## config.mk

```make
export PLATFORM = sky130hd
export DESIGN_NAME = eth_txbackoff_ctrl
export DESIGN_NICKNAME = d
export VERILOG_FILES = /design/src/rtl/eth_txbackoff_ctrl.sv
export SDC_FILE = /design/constraint.sdc
export NUM_CORES = 1
export LEC_CHECK = 0
export CAP_MARGIN = 40
export CORE_MARGIN = 10
export CORE_UTILIZATION = 39
export CTS_CLUSTER_DIAMETER = 40
export CTS_CLUSTER_SIZE = 24
export DETAILED_ROUTE_END_ITERATION = 16
export GPL_TIMING_DRIVEN = 0
export PLACE_DENSITY = 0.63
export SLEW_MARGIN = 30
export SYNTH_ARGS = -nofsm -noshare
export SYNTH_HDL_FRONTEND = slang
export SYNTH_SLANG_ARGS = --single-unit
```

## constraint.sdc

```tcl
create_clock -name MTxClk -period 3.4 [get_ports MTxClk]
set_clock_uncertainty 0.05 [all_clocks]
set_input_delay 0.68 -clock MTxClk [delete_from_list [all_inputs] [get_ports MTxClk]]
set_output_delay 0.68 -clock MTxClk [all_outputs]
set_load 0.01 [all_outputs]
```

## src/rtl/eth_txbackoff_ctrl.sv

```systemverilog
// Half/full duplex transmit scheduler: inter-packet gap, collision retry counting
// and truncated binary exponential backoff driven by a free-running 10-bit LFSR.
module eth_txbackoff_ctrl #(
    parameter int unsigned SLOT_NIBBLES = 128,
    parameter logic [9:0]  LFSR_SEED    = 10'h3FF
) (
    input  logic       MTxClk,
    input  logic       Reset,
    input  logic       TxReq,
    input  logic       TxDoneIn,
    input  logic       CollisionIn,
    input  logic       CarrierSense,
    input  logic       FullD,
    input  logic       NoBckof,
    input  logic [3:0] MaxRet,
    input  logic [6:0] IPGT,
    output logic       TxStart,
    output logic       TxOk,
    output logic       TxAbort,
    output logic [3:0] RetryCnt,
    output logic       Busy,
    output logic       InBackoff
);

    typedef enum logic [1:0] {
        ST_IDLE    = 2'd0,
        ST_IPG     = 2'd1,
        ST_ACTIVE  = 2'd2,
        ST_BACKOFF = 2'd3
    } state_t;

    localparam logic [6:0] NIB_LAST = 7'(SLOT_NIBBLES - 1);

    state_t     state_r, state_s;
    logic [6:0] ipg_cnt_r, ipg_cnt_s;
    logic [6:0] nib_cnt_r, nib_cnt_s;
    logic [9:0] slot_cnt_r, slot_cnt_s;
    logic [3:0] retry_r, retry_s;
    logic [9:0] lfsr_r, lfsr_s;
    logic       tx_start_r, tx_start_s;
    logic       tx_ok_r, tx_ok_s;
    logic       tx_abort_r, tx_abort_s;
    logic       busy_r, busy_s;
    logic       in_backoff_r, in_backoff_s;
    logic [6:0] ipg_last_s;
    logic       carrier_block_s;
    logic [3:0] retry_inc_s;

    // Backoff window mask 2^k-1, with k saturating at 10 retries.
    function automatic logic [9:0] backoff_mask(input logic [3:0] retry);
        logic [9:0] mask;
        if (retry >= 4'd10) begin
            mask = 10'h3FF;
        end else begin
            mask = (10'd1 << retry) - 10'd1;
        end
        return mask;
    endfunction

    // Next-state, counter and output decode.
    always_comb begin
        state_s         = state_r;
        ipg_cnt_s       = ipg_cnt_r;
        nib_cnt_s       = nib_cnt_r;
        slot_cnt_s      = slot_cnt_r;
        retry_s         = retry_r;
        lfsr_s          = {lfsr_r[8:0], lfsr_r[9] ^ lfsr_r[6]};
        tx_start_s      = 1'b0;
        tx_ok_s         = 1'b0;
        tx_abort_s      = 1'b0;
        ipg_last_s      = (IPGT == 7'd0) ? 7'd0 : (IPGT - 7'd1);
        carrier_block_s = CarrierSense & ~FullD;
        retry_inc_s     = retry_r + 4'd1;

        case (state_r)
            ST_IDLE: begin
                if (TxReq && !carrier_block_s) begin
                    state_s   = ST_IPG;
                    retry_s   = 4'd0;
                    ipg_cnt_s = 7'd0;
                end else begin
                    state_s = ST_IDLE;
                end
            end
            ST_IPG: begin
                // A sensed carrier restarts the gap; >= tolerates IPGT shrinking mid-count.
                if (carrier_block_s) begin
                    ipg_cnt_s = 7'd0;
                end else if (ipg_cnt_r >= ipg_last_s) begin
                    tx_start_s = 1'b1;
                    ipg_cnt_s  = 7'd0;
                    state_s    = ST_ACTIVE;
                end else begin
                    ipg_cnt_s = ipg_cnt_r + 7'd1;
                end
            end
            ST_ACTIVE: begin
                if (CollisionIn) begin
                    if (retry_r >= MaxRet) begin
                        tx_abort_s = 1'b1;
                        state_s    = ST_IDLE;
                    end else begin
                        retry_s    = retry_inc_s;
                        slot_cnt_s = NoBckof ? 10'd0 : (lfsr_r & backoff_mask(retry_inc_s));
                        nib_cnt_s  = 7'd0;
                        state_s    = ST_BACKOFF;
                    end
                end else if (TxDoneIn) begin
                    tx_ok_s = 1'b1;
                    state_s = ST_IDLE;
                end else begin
                    state_s = ST_ACTIVE;
                end
            end
            ST_BACKOFF: begin
                if (slot_cnt_r == 10'd0) begin
                    ipg_cnt_s = 7'd0;
                    state_s   = ST_IPG;
                end else if (nib_cnt_r == NIB_LAST) begin
                    nib_cnt_s  = 7'd0;
                    slot_cnt_s = slot_cnt_r - 10'd1;
                    if (slot_cnt_r == 10'd1) begin
                        ipg_cnt_s = 7'd0;
                        state_s   = ST_IPG;
                    end else begin
                        state_s = ST_BACKOFF;
                    end
                end else begin
                    nib_cnt_s = nib_cnt_r + 7'd1;
                end
            end
            default: begin
                state_s = ST_IDLE;
            end
        endcase

        busy_s       = (state_s != ST_IDLE);
        in_backoff_s = (state_s == ST_BACKOFF);
    end

    // State, counters, LFSR and registered outputs.
    always_ff @(posedge MTxClk) begin
        if (Reset) begin
            state_r      <= ST_IDLE;
            ipg_cnt_r    <= 7'd0;
            nib_cnt_r    <= 7'd0;
            slot_cnt_r   <= 10'd0;
            retry_r      <= 4'd0;
            lfsr_r       <= LFSR_SEED;
            tx_start_r   <= 1'b0;
            tx_ok_r      <= 1'b0;
            tx_abort_r   <= 1'b0;
            busy_r       <= 1'b0;
            in_backoff_r <= 1'b0;
        end else begin
            state_r      <= state_s;
            ipg_cnt_r    <= ipg_cnt_s;
            nib_cnt_r    <= nib_cnt_s;
            slot_cnt_r   <= slot_cnt_s;
            retry_r      <= retry_s;
            lfsr_r       <= lfsr_s;
            tx_start_r   <= tx_start_s;
            tx_ok_r      <= tx_ok_s;
            tx_abort_r   <= tx_abort_s;
            busy_r       <= busy_s;
            in_backoff_r <= in_backoff_s;
        end
    end

    assign TxStart   = tx_start_r;
    assign TxOk      = tx_ok_r;
    assign TxAbort   = tx_abort_r;
    assign RetryCnt  = retry_r;
    assign Busy      = busy_r;
    assign InBackoff = in_backoff_r;

endmodule

```

==> results.cfg, run 1 <==
[final_layout]
syn2layout_area_growth_pct = 16.1
drive_gt1_frac = 0.107
diodes = 0
nNetsFinal = 433

[die]
io_pins = 28
rows = 31
initial_core_util = 0.407
core_um2 = 7370
die_x_um = 108
die_h_um = 108
die_area_um2 = 11600

[flow_run]
maxCapViolations = 0

[critical_path]
path_buf_inv = 2
path_class = primary input to flip-flop
cp_cell_sequence = clkdlybuf4s50_1 > inv_1 > ha_1 > nand2_1 > or4_4 > and2_1 > ha_1 > nand2b_1 > a21o_1 > a21oi_2 > o2111ai_1 > a31o_2 > a21oi_1
critPathMaxFanout = 7
arrival_ns = 3.42
cp-start-kind = primary input
cp_common_cell = ha_1
cp_data_required_time_ns = 3.57
critPathSlowestCell = or4_4
crit_path_end_kind = flip-flop
cpPeakStageDelay_ns = 0.47
cp_top_family = compound AO/OA/AOI/OAI gates

[clocking]
postCtsHoldBufs = 0
clockBufferDepth = 2
cts_made_buffers = 5
cts_tree = done
clock_tree.root_cell = clkbuf_8
worstSkewPairLatency_ns = 0.30
clk_pin_slew_ns = 0.09
clock-sinks = 45
htreeDepth = 2

[place]
place_hpwl_um = 5780
port_buffers = 26
gp_congestion = 0.896

[routing]
firstDrtPassIters = 4
wl_per_cell_um = 15.2
vias_per_cell = 5.50
vias = 2707
drt_wl_total_um = 7480
drtAntennaViolNets = 0
remaining_drc_errors = 0
drt_iter0_drc = 185

[sta]
fin_crit_sh = 0.955
fin_setup_tns_ns = 0
finalHoldViolCount = 0
slew_violations = 0
setup_violations = 0
slew-limit-headroom = 0.595
max_freq_mhz = 308
fin_hold_ws_ns = 0.416
finalCriticalPeriod_ns = 3.25
tightest_slew_ns = 0.604
rsz0062_at_grt = no

[yosys]
synth_ff_type = dfxtp_1
synth_fa_ha_area_frac = 0.0918
yosysTopAreaCell = dfxtp_1
avgSynthCellArea_um2 = 8.38
synth_top_area_frac = 0.300
synth_xor_area_frac = 0.0584
muxShareOfSynthArea = 0.00334
ys_async_sr_fraction = 0
yosysWarnings = 0
synth_compound_area_frac = 0.250
netlist-cell-type-count = 69
synthTopCellsByArea = dfxtp_1 (30%), ha_1 (9.2%), nor2_1 (4.3%)
synthesis.area_um2 = 3000
ys_seq_area_frac = 0.300
synth_commonest_cells = dfxtp_1 (45), nor2_1 (34), nand2_1 (30), a21oi_1 (23), ha_1 (22)
synthSimpleGateAreaFrac = 0.255
syn_nets = 399
synth_edf_count = 0
synth_top_family_by_area = simple AND/OR/NAND/NOR gates
synth.most_common_cell = dfxtp_1
synth-seq-cells = 45
syn_inst = 358

[pwr]
power.leakage_nw = 1.29
peakVddDrop_uv = 274
p_per_area_nw_per_um2 = 281

[run_status]
status = finished, final reports clean

[grt]
grt_max_degree = 15
grt_pass1_vias = 2577
grt_pass1_wl_um = 12500
antenna_found_initial = 0
grt_overflow_total = 0
track_usage = 0.129

[worst_hold_path]
hold_path.class = flip-flop to flip-flop
==> placed cells by master, fill, tap and decap left out, drive strengths merged, types with 10 or more instances in the layout <==
cell           synthesis  routed
o21ai                 19      19
dfxtp                 45      45
a21oi                 24      24
or2                   11      11
clkbuf                10      16
clkdlybuf4s50          0      26
nand2                 30      30
xor2                  10      10
inv                   17      17
nor3                  13      13
ha                    22      22
xnor2                 10      10
nor2                  34      34
==> per-layer routing <==
metal / vias up / track usage / part of all wire
met5: - / 0 / 0
met4: 0 / 0.0353 / 0.0071
met3: 7 / 0.0269 / 0.041
met2: 51 / 0.201 / 0.45
met1: 1271 / 0.174 / 0.50
li1: 1378 / - / -
==> repair_timing <==
| item | in CTS | in global routing |
|---|---|---|
| pin swaps | 0 | 1 |
| gates resized for setup | 1 | 1 |
| buffers inserted | 0 | 0 |
| setup endpoints to repair | 1 | 9 |
==> report_power, final <==
| group | switching, mW | internal, mW |
|---|---|---|
| clock network | 0.183 | 0.145 |
| registers | 0.00564 | 0.533 |
| logic | 0.0588 | 0.0514 |
==> state kept, by name, summed over array words and instances (netlist names) <==
name and cells:
RetryCnt 4, Busy 1, lfsr_r 10, nib_cnt_r 7
TxAbort 1, ipg_cnt_r 7, TxOk 1, state_r 2
InBackoff 1, TxStart 1, slot_cnt_r 10
==> logic make-up after synthesis <==
group	Yosys count
fa+ha+maj	22
simple gates	143
xor+xnor	20
flops	45
compound gates	97
buf+inv	30
mux	1
==> final cells by class <==
class	instances	area (um2)
sequential	45	901
inverter	17	63.8
fill	744	3890
multi-input combinational	283	1980
timing repair buffer	27	265
clock buffer	6	72.6
buffer	13	57.6
clock inverter	2	15.0
tap	99	124
==> stage by stage <==
stage	area, um2	util	total power, mW	std cells	worst slack (ns)
floorplan	3000	-	0.615	358	0.402
global placement	3380	0.459	0.658	483	-0.267
detailed placement	3380	0.459	0.659	483	-0.308
CTS	3470	0.471	0.985	491	0.0574
global route	3480	0.473	1.02	492	0.00488
finish	3480	0.473	0.977	492	0.152
==> worst paths after layout <==
check	start	endpoint	slack, ns	depth (start not counted)
max	IPGT[0]	ipg_cnt_r[1]	0.15	13
min	lfsr_r[2]	lfsr_r[3]	0.42	1
max reg2reg	RetryCnt[1]	slot_cnt_r[8]	0.39	10
min reg2reg	lfsr_r[2]	lfsr_r[3]	0.42	1
No activity file was read; power rests on OpenSTA's default activity.
==> inputs of run 2 (changes only) <==
--- a/config.mk
+++ b/config.mk
@@ -5,13 +5,13 @@
 export SDC_FILE = /design/constraint.sdc
 export NUM_CORES = 1
 export LEC_CHECK = 0
-export CAP_MARGIN = 40
 export CORE_MARGIN = 10
 export CORE_UTILIZATION = 39
 export CTS_CLUSTER_DIAMETER = 40
 export CTS_CLUSTER_SIZE = 24
 export DETAILED_ROUTE_END_ITERATION = 16
 export GPL_TIMING_DRIVEN = 0
+export MAX_ROUTING_LAYER = met4
 export PLACE_DENSITY = 0.63
 export SLEW_MARGIN = 30
 export SYNTH_ARGS = -nofsm -noshare
==> run 2 against run 1 <==
  * Utilization shrank 0.10 points
  * First-iteration DRC count shrank 21%
  * Clock-buffer cell count is the same
  * Total power shrank 0.61%
  * Via count grew 1.8%
  * Final area shrank 0.22%
  * Critical path depth is the same
  * Critical path type unchanged
  * Highest routed layer unchanged
==> results.cfg, run 2 (same netlist as run 1, synthesis figures left out) <==
[die]
die_area_um2 = 11600
rows = 31
core_um2 = 7370
io_pins = 28
initial_core_util = 0.407
die_x_um = 108
die_h_um = 108

[sta]
max_freq_mhz = 313
finalCriticalPeriod_ns = 3.20
slew_violations = 0
fin_crit_sh = 0.940
slew-limit-headroom = 0.490
setup_violations = 0
tightest_slew_ns = 0.765
finalHoldViolCount = 0
fin_setup_tns_ns = 0
fin_hold_ws_ns = 0.404
setup_slack_ns = 0.205
rsz0062_at_grt = no

[routing]
drt_wl_total_um = 7430
drt_iter0_drc = 147
vias_per_cell = 5.61
drtAntennaViolNets = 0
firstDrtPassIters = 5
remaining_drc_errors = 0
vias = 2756
wl_per_cell_um = 15.1

[pwr]
p_clk_frac = 0.332
pwr-share-comb = 0.114
p_sw_frac = 0.252
p_per_area_nw_per_um2 = 279
p_seq_frac = 0.554
peakVddDrop_uv = 190
power_switching_mw = 0.244
power.leakage_nw = 1.30
p_int_mw = 0.727

[final_layout]
fin_util = 0.472
nNetsFinal = 432
syn2layout_area_growth_pct = 15.9
final_common_cell = dfxtp_1
drive_gt1_frac = 0.107
diodes = 0
reg_top3 = lfsr_r (10), slot_cnt_r (10)
mostFrequentLayoutCells = dfxtp_1 (45), nor2_1 (34), nand2_1 (29)
fin_area_um2 = 3480

[critical_path]
crit_path_end_kind = flip-flop
arrival_ns = 3.38
cp_data_required_time_ns = 3.59
r2r_setup_slack_ns = 0.37
cp-start-kind = primary input
critPathMaxFanout = 7
path_class = primary input to flip-flop

[clocking]
postCtsHoldBufs = 0
clockBufferDepth = 2
cts.repair.resized = 0
cts_made_buffers = 5
cts_setup_buffers = 0
clock_tree.root_cell = clkbuf_8
clock-sinks = 45
htreeDepth = 2
cts_tree = done
clk_pin_slew_ns = 0.08
worstSkewPairLatency_ns = 0.30

[run_status]
status = finished, final reports clean

[grt]
grt_pass1_wl_um = 12600
antenna_found_initial = 0
grt_max_degree = 14
track_usage = 0.135
grt_pass1_vias = 2664
grt_overflow_total = 0

[place]
dpl_cell_area_um2 = 3380
port_buffers = 26
place_hpwl_um = 5700
place_ws_ns = -0.283
gp_congestion = 0.943

[worst_hold_path]
hold_path.class = flip-flop to flip-flop

[flow_run]
maxCapViolations = 0
[run 2: cell types whose count changed in the layout (fill, tap and decap cells not counted), sizes merged]
cell      before  now
clkinv         0    2
clkinvlp       2    0
buf            4    3
[run 2: power groups by stage]
stage	combinational [mW]	sequential, mW	clock [mW]
floorplan	0.0653	0.549	0
global placement	0.107	0.551	0
detailed placement	0.108	0.550	0
CTS	0.109	0.538	0.334
global route	0.123	0.539	0.354
finish	0.111	0.538	0.322
[run 2: final timing paths]
kind,cells past startpoint,startpoint,end
worst min register to register,1,lfsr_r[2],lfsr_r[3]
worst max-delay path,13,IPGT[0],ipg_cnt_r[1]
worst max register to register,10,RetryCnt[1],slot_cnt_r[8]
worst min-delay path,1,lfsr_r[2],lfsr_r[3]
[run 2: routing by layer]
layer	vias up	track usage	wire [um]
li1	1373	-	-
met1	1289	0.175	3660
met2	79	0.192	3210
met3	15	0.0311	383
met4	0	0.0668	176
met5	-	-	0
[run 2: stage by stage]
stage               std cells  power [mW]
floorplan                 358       0.615
global placement          483       0.658
detailed placement        483       0.659
CTS                       491       0.981
global route              491        1.02
finish                    491       0.971
[run 2: layout make-up]
| cell class | count | area, um2 |
|---|---|---|
| fill | 746 | 3890 |
| sequential | 45 | 901 |
| clock buffer | 6 | 72.6 |
| buffer | 13 | 57.6 |
| clock inverter | 2 | 10.0 |
| inverter | 17 | 63.8 |
| multi-input combinational | 283 | 1990 |
| tap | 99 | 124 |
| timing repair buffer | 26 | 260 |
[run 2: critical path, stage by stage]
cell	delay (ns)
clkdlybuf4s50_1	0.41
inv_1	0.07
ha_1	0.19
nand2_2	0.08
or4_4	0.46
and2_1	0.18
ha_1	0.25
nand2b_1	0.14
a21o_1	0.19
a21oi_2	0.16
o2111ai_1	0.14
a31o_2	0.30
a21oi_1	0.12
